$ cat src/rtl/add_seq8.sv
// add_seq8: multi-byte add/subtract sequenced LSB-first through one shared 8-bit adder.
module add8 (
  input  logic [7:0] a,
  input  logic [7:0] b,
  input  logic       ci,
  output logic [7:0] s,
  output logic       co
);
  assign {co, s} = {1'b0, a} + {1'b0, b} + {8'd0, ci};
endmodule

module add_seq8 #(
  parameter int NBYTES = 4,
  parameter int W = 8 * NBYTES
) (
  input  logic         clk,
  input  logic         rst_n,
  input  logic         start,
  input  logic         sub,
  input  logic [W-1:0] a,
  input  logic [W-1:0] b,
  input  logic         ci,
  output logic         busy,
  output logic         done,
  output logic [W-1:0] s,
  output logic         co,
  output logic         ovf
);
  localparam int IW = $clog2(NBYTES);
  localparam logic [1:0] IDLE = 2'd0;
  localparam logic [1:0] RUN  = 2'd1;
  localparam logic [1:0] DONE = 2'd2;
  logic [1:0]    state;
  logic [W-1:0]  areg, beff;
  logic [IW-1:0] idx;
  logic          carry, c8, last, accept;
  logic [IW+2:0] off;
  logic [7:0]    sum;
  assign off    = {idx, 3'b000};
  assign last   = idx == IW'(NBYTES - 1);
  assign busy   = state == RUN;
  assign done   = state == DONE;
  assign accept = start && (state == IDLE || state == DONE);
  add8 u_add8 (
    .a  (areg[off +: 8]),
    .b  (beff[off +: 8]),
    .ci (carry),
    .s  (sum),
    .co (c8)
  );
  always_ff @(posedge clk) begin
    if (!rst_n) begin
      state <= IDLE;
      areg  <= '0;
      beff  <= '0;
      carry <= 1'b0;
      idx   <= '0;
      s     <= '0;
      co    <= 1'b0;
      ovf   <= 1'b0;
    end else if (accept) begin
      areg  <= a;
      beff  <= sub ? ~b : b;
      carry <= sub ? 1'b1 : ci;
      idx   <= '0;
      s     <= '0;
      state <= RUN;
    end else if (state == RUN) begin
      s[off +: 8] <= sum;
      carry       <= c8;
      idx         <= last ? idx : idx + 1'b1;
      if (last) begin
        co    <= c8;
        ovf   <= (areg[W-1] == beff[W-1]) && (sum[7] != areg[W-1]);
        state <= DONE;
      end
    end else begin
      state <= IDLE;
    end
  end
endmodule

$ cat config.mk
export PLATFORM = sky130hd
export DESIGN_NAME = add_seq8
export DESIGN_NICKNAME = d
export VERILOG_FILES = /design/src/rtl/add_seq8.sv
export SDC_FILE = /design/constraint.sdc
export NUM_CORES = 1
export LEC_CHECK = 0
export BUFFER_PORTS_ARGS = -buffer_cell sky130_fd_sc_hd__buf_4
export CAP_MARGIN = 20
export CELL_PAD_IN_SITES_DETAIL_PLACEMENT = 1
export CELL_PAD_IN_SITES_GLOBAL_PLACEMENT = 1
export CORE_MARGIN = 2
export CORE_UTILIZATION = 40
export CTS_BUF_LIST = sky130_fd_sc_hd__clkbuf_4 sky130_fd_sc_hd__clkbuf_8
export CTS_CLUSTER_DIAMETER = 100
export DETAILED_ROUTE_END_ITERATION = 6
export HOLD_SLACK_MARGIN = 0.05
export PLACE_DENSITY = 0.86
export REMOVE_ABC_BUFFERS = 1
export SYNTH_ARGS = -nofsm -noshare
export SYNTH_HDL_FRONTEND = slang
export SYNTH_SLANG_ARGS = --single-unit
$ cat constraint.sdc
create_clock -name clk -period 5.3 [get_ports clk]
set_input_delay 0 -clock clk [delete_from_list [all_inputs] [get_ports clk]]
set_output_delay 0 -clock clk [all_outputs]
set_load 0.01 [all_outputs]
# Yosys cells after proc, flatten, opt, wreduce, memory -nomap -nowiden
# Index checks and enable logic that the tools add are counted.
# totals
regBits,103
# classes
eq_ne,6
reduce_logical,9
muxes,8
shift,4
bitwise,5
n_addsub,4
# op_table
operator,n
variable part select 32 x 6 -> 8 bit,2
bitwise mux 32 bit,1
two-way mux 32 bit,1
NOT 32 bit,1
"variable shift 8 x 7 -> 32 bit, first input constant",1
variable part select 8 x 7 -> 32 bit,1
adder 8 x 8 -> 9 bit,1
adder 9 x 1 -> 9 bit,1
negation 5 -> 7 bit,1
two-way mux 1 bit,6
"== test 2 bit, second input constant",2
NOT 1 bit,4
"inequality test 3 x 1 -> 1 bit, second input constant",1
AND reduction 3 bit,1
OR reduction 3 bit,1
"adder 2 x 1 -> 2 bit, second input constant",1
"== test 2 x 1 -> 1 bit, second input constant",1
logical AND 1 bit,2
zero test 2 bit,1
AND reduction 2 bit,1
nonzero test 2 bit,1
OR reduction 2 bit,1
== test 1 bit,1
logical OR 1 bit,1
inequality test 1 bit,1

# Depth between registers and ports, before layout
# Gate-level depths: netlist of run 1.
# depth
word_depth,5
mapped_depth,10
ltp_nobuf,8

# Hierarchy
# Synthesis of run 1 repeated with hierarchy kept, for this count alone.
# unflattened
cells_unflattened,476
hier_area_um2,4974.8
# modules_own_cells
mod,seq_area_each_um2,n_inst,area_each_um2,cells_each
add_seq8,2062.0,1,4643.2,436
add8,0.0,1,331.6,40

# Worst setup path after synthesis of run 1
# Ideal clock, no wire load.
# synth_timing
kind,flip-flop to flip-flop
start,reg idx[1]
end,reg s[14]
setup_slack_ns,2.210
path_buffers,2
arrival_time_ns,2.962
required_ns,5.172
stages_incl_launch_ff,11
path_cell_list,dfxtp_1 > buf_2 > clkbuf_1 > mux4_2 > fa_1 > fa_1 > a211oi_1 > or4b_1 > nand4_1 > a22oi_1 > nor2_1
# synth_via
elab_chain_len,5
# synth_lines
element,line,source
start: declaration,35,logic [IW-1:0] idx;
start signal: assignment,71,idx <= last ? idx : idx + 1'b1;
variable part select 32 x 6 -> 8 bit (on tied branches),"45, 46",
adder 8 x 8 -> 9 bit,9,"assign {co, s} = {1'b0, a} + {1'b0, b} + {8'd0, ci};"
adder 9 x 1 -> 9 bit,9,
variable part select 8 x 7 -> 32 bit,69,s[off +: 8] <= sum;
bitwise mux 32 bit (*),69,
end signal: indexed assignment,69,
end: declaration,25,"output logic [W-1:0] s,"
# Every way passes the cells marked *; elsewhere a longest branch is shown, timed or not.
# A chain may end at the register's enable or synchronous reset.

# Final worst setup path of run 1
# Same ends and word-level chain as after synthesis.

==> results of run 1 <==
-- state kept, by name, indices dropped and copies added (netlist names) --
signal,flops
areg,32
idx,2
s,32
co,1
state,2
carry,1
beff,32
ovf,1
-- how the worst min path moves through the flow --
stage          startpoint  endpoint  slack, ps
6_report             b[3]   beff[3]         60
5_1_grt              b[3]   beff[3]         90
4_1_cts              b[3]   beff[3]         60
3_5_place_dp        a[18]  areg[18]        270
3_3_place_gp        a[29]  areg[29]        270
2_1_floorplan       rst_n  state[0]        120
-- per-stage QoR --
step                power [W]  setup slack [ps]  utilization, %  instances  hold WS, ps
floorplan             0.00105              1260               -        457          118
global placement      0.00115              1970            47.8        712          272
detailed placement    0.00117              1740            47.8        712          275
CTS                   0.00183              1700            55.3        791         59.7
global route          0.00191              1520            55.5        792         90.3
finish                0.00184              1730            55.5        792         60.2
-- cell usage after synthesis (5+ instances only) --
cell type / count / share of area, %
sky130_fd_sc_hd__o21ai_0: 5 / 0.52
sky130_fd_sc_hd__nor2_1: 37 / 2.9
sky130_fd_sc_hd__o211a_1: 32 / 6.6
sky130_fd_sc_hd__ha_1: 13 / 3.4
sky130_fd_sc_hd__mux4_2: 16 / 7.4
sky130_fd_sc_hd__a21oi_1: 7 / 0.72
sky130_fd_sc_hd__xnor2_1: 36 / 6.5
sky130_fd_sc_hd__buf_1: 5 / 0.39
sky130_fd_sc_hd__nand2_1: 98 / 7.6
sky130_fd_sc_hd__a21boi_0: 32 / 5.0
sky130_fd_sc_hd__a22oi_1: 28 / 4.3
sky130_fd_sc_hd__clkbuf_1: 21 / 1.6
sky130_fd_sc_hd__buf_2: 7 / 0.72
sky130_fd_sc_hd__dfxtp_1: 103 / 43
-- layout make-up --
type	count	area, sq um	area share, %
timing repair buffer	173	1480	22.4
clock buffer	9	124	1.87
inverter	3	11.3	0.170
clock inverter	6	134	2.02
sequential	103	2060	31.2
tap	147	184	2.78
multi-input combinational	351	2620	39.6
-- repair_timing --
item | in CTS | in global routing
setup buffers | 0 | 0
endpoints found under the setup margin | 0 | 0
hold endpoints to repair | 64 | 0
hold buffers | 64 | 0
-- power by group through the flow --
stage          sequential, W  clock, W  combinational (W)
6_report            0.000845  0.000635           0.000358
5_1_grt             0.000851  0.000669           0.000388
4_1_cts             0.000844  0.000636           0.000347
3_5_place_dp        0.000863         0           0.000307
3_3_place_gp        0.000861         0           0.000289
2_1_floorplan       0.000854         0           0.000191
-- worst max-delay path: stages, from the launching register on --
cell and delay [ps]:
sky130_fd_sc_hd__dfxtp_1 780, sky130_fd_sc_hd__buf_4 320, sky130_fd_sc_hd__mux4_2 330, sky130_fd_sc_hd__fa_1 490
sky130_fd_sc_hd__fa_1 470, sky130_fd_sc_hd__a211oi_1 400, sky130_fd_sc_hd__or4b_1 190, sky130_fd_sc_hd__nand4_1 180
sky130_fd_sc_hd__a22oi_1 230, sky130_fd_sc_hd__nor2_1 70
-- layer usage --
metal | global-route usage, % | part of all wire, % | up-vias
met4 | 7.40 | 1.8 | 0
li1 | - | - | 2023
met1 | 28.4 | 42 | 2085
met2 | 42.5 | 52 | 140
met5 | 0 | 0 | -
met3 | 3.51 | 4.4 | 25
-- logic make-up (layout without fill, tap and decap cells) --
group | count (synthesis) | count (layout) | share of synthesized area [%]
DFF | 103 | 103 | 42.6
xor gates and xnor gates | 37 | 37 | 6.70
muxes | 19 | 19 | 8.17
and+or+nand+nor | 160 | 160 | 15.2
AOI/OAI and AO/OA | 120 | 120 | 19.7
adders and majority gates | 15 | 15 | 4.19
buffers and inverters | 38 | 191 | 3.36
==> results.toml, run 1 <==
[grt]
grt_pass1_vias = 4541
antenna_found_initial = 0
globalRouteTotalUtil_pct = 23.4
grt_overflow = 0
grt_pass1_wl_microns = 23700
grt_start_max_net_pins = 99

[outcome]
status = "finished, final reports clean"

[clock_network]
clock-sinks = 103
cts.root.buffer_cell = "sky130_fd_sc_hd__clkbuf_8"
cts.clk_slew.worst_paths_ps = 100
htree_levels = 3
inserted_clock_buffers = 9
cts.repair.resized = 0
cts_tree = "done"
worst_skew_pair.late_latency_ps = 370
cts_max_path_buffers = 2

[sta]
rsz_0062_raised_after_global_routing = "false"
fmax_mhz = 280
worst_clock_skew_ps = 15.8
timing.final.crit_period_ps = 3570
setup_viol = 0
slew_viol_final = 0
tightest_slew_ps = 945
timing.max_slew.rel_slack_pct = 37.0
hold_viol_final = 0
totalNegativeSetupSlack_ps = 0
final.period_utilization_pct = 67.4

[final_layout]
layout.cells.most_common = "sky130_fd_sc_hd__buf_4"
layout.nets = 725
mostFrequentLayoutCells = "sky130_fd_sc_hd__buf_4 (108), sky130_fd_sc_hd__dfxtp_1 (103), sky130_fd_sc_hd__nand2_1 (98), sky130_fd_sc_hd__dlygate4sd3_1 (64), sky130_fd_sc_hd__nor2_1 (37)"
n_antenna_cell = 0
post_route_cells_drive_above_1_share_pct = 23.4
final.fill_count = 1309
final_design_area_no_fill_sq_um = 6620
areaGrowthSynthToFinish_pct = 36.7

[critical_path]
cp-end-kind = "flip-flop"
worst_r2r_endpoint = "s[14]"
worst-endpoint-required_ps = 5550
critical_path_arrival_ps = 3830
timing.critical_path.fanout_max = 15
worst-setup-path-type = "flip-flop to flip-flop"
setup.worst_path.end = "s[14]"
worst_setup_path_start_kind = "flip-flop"
worst_r2r_path_depth = 9
regToRegSetupSlack_ps = 1730
reg2reg_from = "idx[1]"
cp_launch_point = "idx[1]"

[floorplan]
floorplan.initialDensity_pct = 40.6
floorplan.io_pins = 105
die_y_microns = 114
design.die.area_sq_um = 13000
fp.dieW_microns = 114
core_area_sq_um = 11900
rows = 40

[power_and_ir_drop]
p_per_area_nw_per_um2 = 278
part_of_the_power_in_combinational_logic_pct = 19.5
net-switching-power_w = 0.000489
cellLeakagePower_nw = 2.93
power_report.internal_total_w = 0.00135
switching_share_pct = 26.6
worst_ir_drop_vdd_v = 0.000131
clock_power_share_pct = 34.5
power.sequential.fraction_pct = 46.0

[yosys]
synthFlopType = "sky130_fd_sc_hd__dfxtp_1"
synth-seq-area-share_pct = 42.6
yosysWarnings = 0
postSynth.asyncResetShare_pct = 0
synth_seq_cells = 103
post_synth_edffs = 0
synthCells = 492
avgSynthCellArea_sq_um = 9.83
synth.cell_area_sq_um = 4840
synth.distinct_cells = 44

[detailed_routing]
dr.first_iter.drc_count = 281
postRouteWirelength_microns = 14800
antenna_left = 0
drt_pre_antenna_iters = 4
drt-wirelength-per-cell_microns = 18.7
route.vias.total = 4273
viasPerCell = 5.40
drc_errors = 0

[job]
timing.max_cap.violations = 0

[placement]
dpl-instance-area_sq_um = 5690
dpl_hpwl_microns = 9460
buffer_ports.inserted = 104
gpl.final_weighted_congestion = 0.781

[min_path]
number_of_cells_traversed_by_the_worst_hold_path = 4
hold_path.class = "input pin to flip-flop"
No activity file was read; power rests on OpenSTA's default activity.
==> run 2: changes to the inputs <==
clock period = 3.5 ns   (was 5.3 ns; I/O delays follow)
==> run 2 against run 1 <==
Against the previous run: final cell count grew 0.63%; non-clock buffer count grew 4; critical path depth shrank 1; critical endpoint is now s[30]; fmax grew 18%; global-route usage shrank 0.98 points; clock power grew 12%.
==> results.toml, run 2 (synthesis results as in run 1) <==
[sta]
timing.max_slew.rel_slack_pct = 57.0
finalHoldWorstSlack_ps = 140
setup_viol = 0
rsz_0062_raised_after_global_routing = "false"
final.period_utilization_pct = 86.2
hold_viol_final = 0
fmax_mhz = 331
totalNegativeSetupSlack_ps = 0
slew_viol_final = 0
tightest_slew_ps = 645
timing.final.crit_period_ps = 3020
worst_clock_skew_ps = 15.8

[final_layout]
post_route_cells_drive_above_1_share_pct = 23.8
biggestRegsByFlops = "areg: 32 flops, beff: 32 flops, s: 32 flops"
final.fill_count = 1329
n_antenna_cell = 0
mostFrequentLayoutCells = "sky130_fd_sc_hd__buf_4 (111), sky130_fd_sc_hd__dfxtp_1 (103), sky130_fd_sc_hd__nand2_1 (98), sky130_fd_sc_hd__dlygate4sd3_1 (65), sky130_fd_sc_hd__nor2_1 (37)"
layout.cells.most_common = "sky130_fd_sc_hd__buf_4"
multiInputGateArea_sq_um = 2620
sequential_cell_area_sq_um = 2060
areaGrowthSynthToFinish_pct = 35.8
layout.nets = 729
final_core_utilization_pct = 55.2

[power_and_ir_drop]
p_per_area_nw_per_um2 = 385
net-switching-power_w = 0.000749
totalPowerFinal_w = 0.00253
switching_share_pct = 29.6
power_report.internal_total_w = 0.00178
worst_ir_drop_vdd_v = 0.000178
part_of_the_power_in_combinational_logic_pct = 21.6
power.sequential.fraction_pct = 50.2
cellLeakagePower_nw = 2.91
clock_power_share_pct = 28.1

[floorplan]
design.die.area_sq_um = 13000
core_area_sq_um = 11900
floorplan.initialDensity_pct = 40.6
floorplan.io_pins = 105
fp.dieW_microns = 114
die_y_microns = 114
rows = 40

[clock_network]
cts_max_path_buffers = 2
cts.clk_slew.worst_paths_ps = 110
clock-sinks = 103
cts.repair.resized = 0
htree_levels = 3
cts_tree = "done"
inserted_clock_buffers = 9
worst_skew_pair.late_latency_ps = 380
cts.root.buffer_cell = "sky130_fd_sc_hd__clkbuf_8"

[job]
timing.max_cap.violations = 0

[detailed_routing]
drt-wirelength-per-cell_microns = 17.9
antenna_left = 0
drc_errors = 0
route.vias.total = 4321
postRouteWirelength_microns = 14300
dr.first_iter.drc_count = 282
drt_pre_antenna_iters = 4
viasPerCell = 5.42

[outcome]
status = "finished, final reports clean"

[grt]
grt_pass1_vias = 4705
globalRouteTotalUtil_pct = 22.4
grt_overflow = 0
antenna_found_initial = 0
grt_pass1_wl_microns = 23000
grt_start_max_net_pins = 71

[critical_path]
cp_common_cell = "sky130_fd_sc_hd__fa_1"
critical-path-slowest-cell = "sky130_fd_sc_hd__mux4_2"
worst-endpoint-required_ps = 3760
cp-end-kind = "flip-flop"
worst-setup-path-type = "flip-flop to flip-flop"
timing.critical_path.max_delay_family = "adder cells"
crit_buf_inv = 0
timing.critical_path.fanout_max = 4
timing.critical_path.slowest_cell_delay_ps = 570
critical_path.cell_chain = "mux4_2 -> fa_1 -> fa_1 -> a211oi_1 -> or4b_1 -> nand4_1 -> a22oi_1 -> nor2_1"
worst_setup_path_start_kind = "flip-flop"
critical_path_arrival_ps = 3280

[placement]
dpl_hpwl_microns = 9420
buffer_ports.inserted = 104
gpl.final_weighted_congestion = 0.750

[min_path]
hold_path.class = "input pin to flip-flop"
run 2: cell types whose count changed in the layout (fill, tap and decap cells not counted), sizes merged:
cell,change
clkbuf,+1
inv,+4
dlygate4sd3,+1
clkinv,-1
buf,+3
clkinvlp,+1
bufinv,-4
run 2: per-layer routing:
layer  track usage [%]  share of wire, %
met5                 0                 0
met4              6.42               2.1
met3              3.83               4.4
met2              42.8                54
met1              25.4                40
run 2: final cells by class:
type / instances / share of cell area [%]
Timing Repair Buffer: 177 / 23.0
Clock buffer: 10 / 2.00
Inverter: 3 / 0.171
Sequential cell: 103 / 31.4
Tap cell: 147 / 2.80
Clock inverter: 6 / 0.762
Multi-Input combinational cell: 351 / 39.9
run 2: power groups by stage:
| stage | sequential [W] | clock (W) | combinational, W |
|---|---|---|---|
| 4_1_cts | 0.00127 | 0.000726 | 0.000536 |
| 3_5_place_dp | 0.00130 | 0 | 0.000476 |
| 3_3_place_gp | 0.00129 | 0 | 0.000451 |
| 5_1_grt | 0.00128 | 0.000773 | 0.000596 |
| 2_1_floorplan | 0.00129 | 0 | 0.000289 |
| 6_report | 0.00127 | 0.000712 | 0.000547 |
run 2: final timing paths:
kind	start	to	slack, ps	cells after the start
min reg2reg	areg[24]	areg[24]	470	2
min	start	areg[2]	140	4
max	idx[0]	s[30]	480	8
max reg2reg	idx[0]	s[30]	480	8
run 2: through the flow:
stage	instance area, sq um	instances	setup slack, ps
6_report	6570	797	483
5_1_grt	6570	797	310
4_1_cts	6540	796	419
3_5_place_dp	5710	715	439
3_3_place_gp	5710	715	642
2_1_floorplan	4690	457	-541
run 2: worst reg2reg max path: stages (launching register included):
cell	delay (ps)
sky130_fd_sc_hd__dfxtp_1	450
sky130_fd_sc_hd__mux4_2	570
sky130_fd_sc_hd__fa_1	470
sky130_fd_sc_hd__fa_1	460
sky130_fd_sc_hd__a211oi_1	330
sky130_fd_sc_hd__or4b_1	180
sky130_fd_sc_hd__nand4_1	170
sky130_fd_sc_hd__a22oi_1	230
sky130_fd_sc_hd__nor2_1	60
run 2: repair_timing:
item	CTS	global route
endpoints found under the hold margin	65	0
endpoints found under the setup margin	0	0
hold buffers	65	0
setup buffers	0	0
==> run 3: changes to the inputs <==
PLACE_DENSITY = 0.85   (was 0.86)
SYNTH_HIERARCHICAL = 1   (was unset)
==> run 3 against run 2 <==
Against the previous run: wire length grew 3.4%; combinational power grew 7.1%; global-route usage grew 0.59 points; critical path depth grew 2; utilization grew 0.21 points; clock power grew 20%; final area grew 1.6%; register-to-register slack lost 150 ps; first-iteration DRC count shrank 1.1%; die area grew 2.7%; non-clock buffer count is the same; count of clock-buffer cells in the layout is the same; largest power group unchanged; highest routed layer unchanged.
==> results.toml, run 3 <==
[grt]
grt_pass1_vias = 4553
grt_overflow = 0
globalRouteTotalUtil_pct = 23.0
antenna_found_initial = 0
grt_start_max_net_pins = 57
grt_pass1_wl_microns = 23700

[floorplan]
fp.dieW_microns = 116
core_area_sq_um = 12100
floorplan.io_pins = 105
rows = 40
design.die.area_sq_um = 13300
die_y_microns = 116
floorplan.initialDensity_pct = 41.2

[clock_network]
worst_skew_pair.late_latency_ps = 370
clock-sinks = 103
cts.repair.resized = 0
cts_tree = "done"
cts.clk_slew.worst_paths_ps = 100
cts.root.buffer_cell = "sky130_fd_sc_hd__clkbuf_8"
inserted_clock_buffers = 9
cts_max_path_buffers = 2
htree_levels = 3

[yosys]
avgSynthCellArea_sq_um = 10.5
synthFlopType = "sky130_fd_sc_hd__dfxtp_1"
synth.distinct_cells = 51
synthCells = 476
synth_top_cells_by_count = "sky130_fd_sc_hd__dfxtp_1 (103), sky130_fd_sc_hd__nand2_1 (69), sky130_fd_sc_hd__a21oi_1 (38), sky130_fd_sc_hd__nor2_1 (38), sky130_fd_sc_hd__xnor2_1 (35)"
synth-seq-area-share_pct = 41.4
postSynth.asyncResetShare_pct = 0
post_synth_edffs = 0
yosysWarnings = 6
synth.cell_area_sq_um = 4970
netlist_top_cells_area = "sky130_fd_sc_hd__dfxtp_1 (41%), sky130_fd_sc_hd__a211oi_2 (8.3%), sky130_fd_sc_hd__mux4_2 (7.2%)"
synth_seq_cells = 103
netlist.area_leader.share_pct = 41.4
synthMostInstantiatedCell = "sky130_fd_sc_hd__dfxtp_1"
cell_taking_the_most_area_after_synthesis = "sky130_fd_sc_hd__dfxtp_1"

[sta]
slew_viol_final = 0
final.period_utilization_pct = 90.5
timing.max_slew.rel_slack_pct = 42.0
setup_viol = 0
fmax_mhz = 316
timing.final.crit_period_ps = 3170
finalHoldWorstSlack_ps = 88.5
rsz_0062_raised_after_global_routing = "false"
tightest_slew_ps = 869
totalNegativeSetupSlack_ps = 0
hold_viol_final = 0
worst_clock_skew_ps = 12.2

[placement]
dpl-instance-area_sq_um = 5800
gpl.final_weighted_congestion = 0.813
dp_cells = 723
dpl_hpwl_microns = 9900
buffer_ports.inserted = 104

[detailed_routing]
dr.first_iter.drc_count = 279
route.vias.total = 4284
postRouteWirelength_microns = 14700
routed_length_on_met2_microns = 7570
route.layer.met1.wl_microns = 6040
detailroute.wirelength.met3_microns = 654
drc_errors = 0
viasPerCell = 5.33
drt_pre_antenna_iters = 4
routed.top_layer = "met4"
antenna_left = 0
drt-wirelength-per-cell_microns = 18.3

[critical_path]
setup.worst_path.end = "ovf"
worst_r2r_path_depth = 10
cp-end-kind = "flip-flop"
regToRegSetupSlack_ps = 330
reg2reg_from = "idx[0]"
cp_launch_point = "idx[0]"
critical_path_arrival_ps = 3410
worst_setup_path_start_kind = "flip-flop"
worst-endpoint-required_ps = 3740
worst-setup-path-type = "flip-flop to flip-flop"
timing.critical_path.fanout_max = 8
worst_r2r_endpoint = "ovf"

[final_layout]
biggestRegsByFlops = "areg: 32 flops, beff: 32 flops, s: 32 flops"
layout.cells.most_common = "sky130_fd_sc_hd__buf_4"
non_filler_instance_count_after_layout = 804
final_design_area_no_fill_sq_um = 6680
final.fill_count = 1316
n_antenna_cell = 0
post_route_cells_drive_above_1_share_pct = 30.2
layout.nets = 715
mostFrequentLayoutCells = "sky130_fd_sc_hd__buf_4 (111), sky130_fd_sc_hd__dfxtp_1 (103), sky130_fd_sc_hd__nand2_1 (69), sky130_fd_sc_hd__dlygate4sd3_1 (65)"
areaGrowthSynthToFinish_pct = 34.3

[outcome]
status = "finished, final reports clean"

[power_and_ir_drop]
worst_ir_drop_vdd_v = 0.000204
p_per_area_nw_per_um2 = 408
cellLeakagePower_nw = 2.59

[job]
timing.max_cap.violations = 0

[min_path]
hold_path.class = "input pin to flip-flop"
## run 3: cell types whose count changed after synthesis, moves of 18 or more
cell / before / now
sky130_fd_sc_hd__a211oi_2: 0 / 33
sky130_fd_sc_hd__a21boi_0: 32 / 0
sky130_fd_sc_hd__a21oi_1: 7 / 38
sky130_fd_sc_hd__o211a_1: 32 / 0
sky130_fd_sc_hd__clkbuf_1: 21 / 3
sky130_fd_sc_hd__a22oi_1: 28 / 0
sky130_fd_sc_hd__nand2_1: 98 / 69
## run 3: layout make-up
type	instances	area (sq um)	share of cell area, %
sequential	103	2060	30.9
clock buffer	10	138	2.06
timing repair buffer	177	1500	22.5
multi-input combinational	332	2640	39.5
clock inverter	6	92.6	1.39
tap	168	210	3.15
inverter	8	31.3	0.468
## run 3: cell families (layout without fill, tap and decap cells)
kind of cell	count (synthesis)	count (layout)	synth area share [%]
AND/OR/NAND/NOR	145	145	13.7
multiplexers	17	17	7.44
buffers and inverters	41	201	5.46
flip-flops	103	103	41.4
AO/OA/AOI/OAI	118	118	21.4
adder cells (fa/ha/maj)	15	15	4.07
XOR/XNOR	37	37	6.51
## run 3: worst max-delay path, cell delays in order, from the launching register on
cell                       delay [ps]
sky130_fd_sc_hd__dfxtp_1          490
sky130_fd_sc_hd__buf_4            260
sky130_fd_sc_hd__mux4_2           520
sky130_fd_sc_hd__ha_1             380
sky130_fd_sc_hd__a21oi_1          270
sky130_fd_sc_hd__a21o_1           200
sky130_fd_sc_hd__nand4_1          120
sky130_fd_sc_hd__o211ai_1         250
sky130_fd_sc_hd__and3b_1          240
sky130_fd_sc_hd__a211oi_1         230
sky130_fd_sc_hd__nor3_1            80
## run 3: what timing repair did
item / in CTS / in global routing
hold buffers: 65 / 0
setup buffers: 0 / 0
endpoints found under the hold margin: 66 / 0
endpoints found under the setup margin: 0 / 0
## run 3: through the flow
stage / setup WS, ps / utilization [%] / total power, W
global placement: 568 / 48.1 / 0.00180
detailed placement: 368 / 48.1 / 0.00182
CTS: 353 / 55.4 / 0.00272
floorplan: 212 / - / 0.00163
finish: 332 / 55.4 / 0.00272
global route: 148 / 55.4 / 0.00285
## run 3: power by group
| part | switching, W | internal [W] | total [W] |
|---|---|---|---|
| Combinational | 0.000307 | 0.000279 | 0.000586 |
| Clock | 0.000424 | 0.000428 | 0.000852 |
| Sequential | 0.0000486 | 0.00124 | 0.00129 |
## run 3: worst min-delay path by stage
stage	slack [ps]	startpoint	depth (start not counted)	end
after detailed placement	270	a[27]	3	areg[27]
after CTS	90	ci	3	carry
final	90	ci	3	carry
after global placement	260	a[17]	3	areg[17]
after global routing	80	ci	3	carry
after floorplan	140	a[0]	2	areg[0]
## run 3: per-layer routing
layer | GRT usage (%) | vias up
met5 | 0 | -
met4 | 8.67 | 0
met3 | 4.92 | 36
met2 | 41.6 | 136
met1 | 26.6 | 2104
li1 | - | 2008
